### config.mk
export PLATFORM = sky130hd
export DESIGN_NAME = gpio_config_sequencer
export DESIGN_NICKNAME = d
export VERILOG_FILES = /design/src/rtl/gpio_config_sequencer.sv
export SDC_FILE = /design/constraint.sdc
export NUM_CORES = 1
export LEC_CHECK = 0
export CORE_MARGIN = 2
export CORE_UTILIZATION = 59
export CTS_BUF_LIST = sky130_fd_sc_hd__clkbuf_8
export CTS_CLUSTER_DIAMETER = 100
export CTS_CLUSTER_SIZE = 20
export DETAILED_ROUTE_END_ITERATION = 10
export GPL_TIMING_DRIVEN = 0
export MAX_ROUTING_LAYER = met4
export PLACE_DENSITY = 0.91
export SYNTH_ARGS = -nofsm -noshare
export SYNTH_HDL_FRONTEND = slang
export SYNTH_SLANG_ARGS = --single-unit
### constraint.sdc
create_clock -name clk -period 4.3 [get_ports clk]
set_clock_uncertainty 0.15 [all_clocks]
set_input_delay 0.645 -clock clk [delete_from_list [all_inputs] [get_ports clk]]
set_output_delay 0.645 -clock clk [all_outputs]
set_load 0.01 [all_outputs]
### src/rtl/gpio_config_sequencer.sv
// Serially programs the GPIO pad control chain from a per-pad config table, farthest pad first.
// Optional feature macro: GPIO_CFG_ABORT_EN adds abort/aborted to cut a sequence short without loading.
module gpio_config_sequencer #(
  parameter int NUM_GPIO = 19,
  parameter int WORD_W   = 13,
  parameter int CLK_DIV  = 4,
  localparam int AW = (NUM_GPIO > 1) ? $clog2(NUM_GPIO) : 1
) (
  input  logic              clk,
  input  logic              resetn,
  input  logic              start,
`ifdef GPIO_CFG_ABORT_EN
  input  logic              abort,
  output logic              aborted,
`endif
  output logic              busy,
  output logic              done,
  output logic [AW-1:0]     cfg_addr,
  input  logic [WORD_W-1:0] cfg_data,
  output logic              serial_clock,
  output logic              serial_data,
  output logic              serial_load,
  output logic [2:0]        state_dbg
);

  // Handshake: start is a 1-cycle request honoured only in IDLE; busy rises the next cycle
  // and stays high through FINISH; done pulses for exactly one cycle in FINISH.
  localparam int BW = (WORD_W > 1) ? $clog2(WORD_W) : 1;
  localparam int DW = (CLK_DIV > 1) ? $clog2(CLK_DIV) : 1;

  localparam logic [AW-1:0] IDX_LAST = AW'(NUM_GPIO - 1);
  localparam logic [BW-1:0] BIT_LAST = BW'(WORD_W - 1);
  localparam logic [DW-1:0] DIV_LAST = DW'(CLK_DIV - 1);

  typedef enum logic [2:0] {
    IDLE     = 3'd0,
    FETCH    = 3'd1,
    SHIFT_LO = 3'd2,
    SHIFT_HI = 3'd3,
    LOAD     = 3'd4,
    FINISH   = 3'd5
  } state_t;

  state_t            state, state_n;
  logic [AW-1:0]     idx, idx_n;
  logic [BW-1:0]     bit_cnt, bit_n;
  logic [DW-1:0]     div_cnt, div_n;
  logic [WORD_W-1:0] shreg, shreg_n;
  logic              sd_n;
`ifdef GPIO_CFG_ABORT_EN
  logic              abort_hit;
`endif

  always_comb begin
    state_n = state;
    idx_n   = idx;
    bit_n   = bit_cnt;
    div_n   = div_cnt;
    shreg_n = shreg;
`ifdef GPIO_CFG_ABORT_EN
    abort_hit = 1'b0;
`endif
    case (state)
      IDLE: begin
        if (start) begin
          state_n = FETCH;
          idx_n   = IDX_LAST;
        end
      end
      FETCH: begin
        shreg_n = cfg_data;
        bit_n   = BIT_LAST;
        div_n   = '0;
        state_n = SHIFT_LO;
      end
      SHIFT_LO: begin
        if (div_cnt == DIV_LAST) begin
          div_n   = '0;
          state_n = SHIFT_HI;
        end else begin
          div_n = div_cnt + 1'b1;
        end
      end
      SHIFT_HI: begin
        if (div_cnt == DIV_LAST) begin
          div_n   = '0;
          shreg_n = shreg << 1;
          if (bit_cnt != '0) begin
            bit_n   = bit_cnt - 1'b1;
            state_n = SHIFT_LO;
          end else if (idx != '0) begin
            idx_n   = idx - 1'b1;
            state_n = FETCH;
          end else begin
            state_n = LOAD;
          end
        end else begin
          div_n = div_cnt + 1'b1;
        end
      end
      LOAD: begin
        if (div_cnt == DIV_LAST) begin
          div_n   = '0;
          state_n = FINISH;
        end else begin
          div_n = div_cnt + 1'b1;
        end
      end
      FINISH:  state_n = IDLE;
      default: state_n = IDLE;
    endcase
`ifdef GPIO_CFG_ABORT_EN
    // Abort skips LOAD entirely so the pads keep the config they already latched.
    if (abort && (state == FETCH || state == SHIFT_LO || state == SHIFT_HI)) begin
      abort_hit = 1'b1;
      state_n   = FINISH;
    end
`endif
    // Data is set up on entry to SHIFT_LO and held through SHIFT_HI.
    sd_n = ((state_n == SHIFT_LO) || (state_n == SHIFT_HI)) && shreg_n[WORD_W-1];
  end

  always_ff @(posedge clk or negedge resetn) begin
    if (!resetn) begin
      state        <= IDLE;
      idx          <= '0;
      bit_cnt      <= '0;
      div_cnt      <= '0;
      shreg        <= '0;
      busy         <= 1'b0;
      done         <= 1'b0;
      cfg_addr     <= '0;
      serial_clock <= 1'b0;
      serial_data  <= 1'b0;
      serial_load  <= 1'b0;
`ifdef GPIO_CFG_ABORT_EN
      aborted      <= 1'b0;
`endif
    end else begin
      state        <= state_n;
      idx          <= idx_n;
      bit_cnt      <= bit_n;
      div_cnt      <= div_n;
      shreg        <= shreg_n;
      busy         <= (state_n != IDLE);
      done         <= (state_n == FINISH);
      serial_clock <= (state_n == SHIFT_HI);
      serial_data  <= sd_n;
      serial_load  <= (state_n == LOAD);
      if (state_n == FETCH) cfg_addr <= idx_n;
`ifdef GPIO_CFG_ABORT_EN
      aborted      <= abort_hit;
`endif
    end
  end

  assign state_dbg = state;

endmodule

==> reports/metrics.csv <==
stage,metric,value,unit
floorplan,dieArea,3480,um^2
routing,drt-wirelength-per-cell,16.4,um
timing,setup_viol,0,
routing,dr_wl_met2,2180,um
logic_synthesis,synthTopCellsByCount,"dfrtp_1 (37), nand2_1 (32), a22oi_1 (11)",
routing,postRouteWirelength,4030,um
floorplan,ios,29,
routing,drt_iter0_drc,74,
worst_setup_path,critPathLaunchType,primary input,
floorplan,core_area,2810,um^2
routing,drt-vias-per-instance,6.26,
final_layout,area_growth,25.3,%
worst_setup_path,crit_buf_inv,1,
worst_setup_path,cp_slowest_stage_delay,0.51,ns
logic_synthesis,ys_types,47,
routing,routed.top_layer,met4,
routing,met3_length,238,um
worst_hold_path,hold_path.class,in2async,
logic_synthesis,syn-cell-area,1780,um^2
routing,wl_met1,1530,um
clock_network,htreeDepth,2,
placement,dp_hpwl,2870,um
logic_synthesis,synth_edf_count,0,
placement,routabilityCongestion,0.829,
timing,worst_slew_pin_slew,0.786,ns
logic_synthesis,synth-main-ff-cell,dfrtp_1,
routing,antenna_left,0,
logic_synthesis,synth_seq_cells,37,
logic_synthesis,synth-seq-area-share,51.9,%
final_layout,fillers,193,
timing,finalCriticalPeriod,2.29,ns
routing,dr.pass1.iters,7,
clock_network,cts_buffers,5,
clock_network,post_cts_resized,0,
final_layout,drive_above_1_share,9.77,%
clock_network,post-cts-setup-buffers,0,
clock_network,cts_tree,done,
logic_synthesis,ys_warn_count,0,
logic_synthesis,yosysMostFrequentCell,dfrtp_1,
worst_setup_path,cp_slowest_cell,clkdlybuf4s50_1,
global_route,grt_start_max_net_pins,38,
clock_network,root_buffer,clkbuf_8,
status,status,finished with violations,
global_route,grt_pass1_wl,6930,um
clock_network,cts.path.max_buffers,2,
worst_setup_path,arrival,2.33,ns
power_and_ir_drop,power_density,333,nW/um^2
clock_network,clk_pin_slew,0.08,ns
worst_setup_path,required,4.34,ns
global_route,grtUsageTotal,28.0,%
power_and_ir_drop,peakVddDrop,0.312,mV
power_and_ir_drop,p_leak,0.000997,uW
clock_network,cts.sinks,37,
timing,slew_headroom,47.6,%
global_route,antenna_found_initial,0,
timing,finalSetupTns,0,ns
logic_synthesis,synth_largest_area_cell,dfrtp_1,
routing,via_count,1541,
logic_synthesis,synth_top_area_share,51.9,%
final_layout,final_nets,233,
global_route,grt_pass1_vias,1599,
timing,grt_setup_unrepaired,no,
worst_setup_path,r2r_slack,2.09,ns
worst_setup_path,cp_top_family,simple AND/OR/NAND/NOR gates,
logic_synthesis,synthTopCellsByArea,"dfrtp_1 (52%), nand2_1 (6.7%), a22oi_1 (4.6%), ha_1 (2.1%), mux2_2 (1.9%)",
flow_run,maxCapViolations,0,
timing,slew_viol_final,0,
floorplan,die_w,59.0,um
floorplan,rows,19,
logic_synthesis,avgSynthCellArea,9.97,um^2
timing,hold_violations,0,
global_route,globalRouteOverflowTotal,0,
clock_network,cts.hold.buffers_added,0,
final_layout,n_antenna_cell,0,
logic_synthesis,synthArstFlopShare,100,%
status,violations,DRC,
logic_synthesis,syn_inst,179,
worst_setup_path,cp-end-kind,register,
routing,post-route-drc-count,2,
timing,clock.fmax,437,MHz
logic_synthesis,syn-num-nets,198,
clock_network,clkLatencyLatePin,0.30,ns
floorplan,start_util,63.6,%
placement,port_buffers,28,
timing,fin_crit_sh,53.3,%
floorplan,fp.dieH,59.0,um
worst_setup_path,crit_fanout,4,
final_layout,postLayoutCellArea,2240,um^2
placement,dpl-instance-area,2100,um^2
worst_setup_path,path_class,in2reg,
worst_setup_path,cp_cell_sequence,clkdlybuf4s50_1 -> or4b_4 -> nand2_1 -> and2_2 -> mux2_2,
## power by group
| part | internal [uW] | leakage [uW] | switching, uW |
|---|---|---|---|
| registers | 351 | 0.000463 | 2.03 |
| clock network | 233 | 0.0000687 | 133 |
| logic | 14.6 | 0.000466 | 11.1 |
| total | 600 | 0.000997 | 146 |
## kinds of logic after synthesis
kind of cell | share of synthesized area, %
AOI/OAI and AO/OA | 15.8
xor gates and xnor gates | 0.982
adders and majority gates | 2.10
buffers and inverters | 4.21
DFF | 51.9
muxes | 3.02
and+or+nand+nor | 22.0
## placed cells by master, fill, tap and decap left out, types with 4 or more instances in the layout
master | netlist | layout
clkbuf_1 | 8 | 8
inv_1 | 8 | 8
nand3_1 | 5 | 5
dfrtp_1 | 37 | 37
buf_2 | 3 | 4
clkbuf_8 | 0 | 5
o21ai_0 | 6 | 6
a21oi_1 | 4 | 4
nand2_1 | 32 | 32
a21o_1 | 4 | 4
nor2_1 | 5 | 5
a22oi_1 | 11 | 11
clkdlybuf4s50_1 | 0 | 27
## through the flow
step                setup slack [ns]  power, uW  utilization, %  cells  hold slack [ns]
floorplan                       2.31        364               -    179            0.199
global placement                1.71        386            75.0    238            0.310
detailed placement              1.70        387            74.8    238            0.315
CTS                             2.01        749            79.7    246            0.296
global route                    1.90        763            79.7    246            0.327
finish                          2.01        745            79.7    246            0.265
## flip-flops by register name, summed over array words and instances (netlist names), 2 cells and up
register and count:
bit_cnt 4, cfg_addr 5, div_cnt 2, idx 5
shreg 13, state_dbg 3
## worst paths after layout
path / from / endpoint / cells after the start
setup / recovery: start / cfg_addr[4] / 5
setup reg to reg: bit_cnt[0] / bit_cnt[2] / 6
hold reg to reg: cfg_addr[0] / cfg_addr[0] / 1
hold / removal: resetn / idx[1] / 1
min in group clk: cfg_addr[0] / cfg_addr[0] / 1
max in group asynchronous: resetn / shreg[12] / 1
## routing by layer
metal | vias up | GRT usage, %
met3 | 8 | 5.24
li1 | 712 | -
met5 | - | -
met1 | 752 | 31.8
met4 | 0 | 15.6
met2 | 69 | 46.5
## area by class of cell
cell class | instances | area, um^2 | share of cell area (%)
sequential | 37 | 926 | 41.4
clock buffer | 5 | 68.8 | 3.08
timing repair buffer | 28 | 275 | 12.3
clock inverter | 3 | 68.8 | 3.08
tap | 31 | 38.8 | 1.73
buffer | 11 | 45.0 | 2.01
multi-input combinational | 123 | 783 | 35.0
inverter | 8 | 30.0 | 1.34
(Power assumes the default switching activity.)
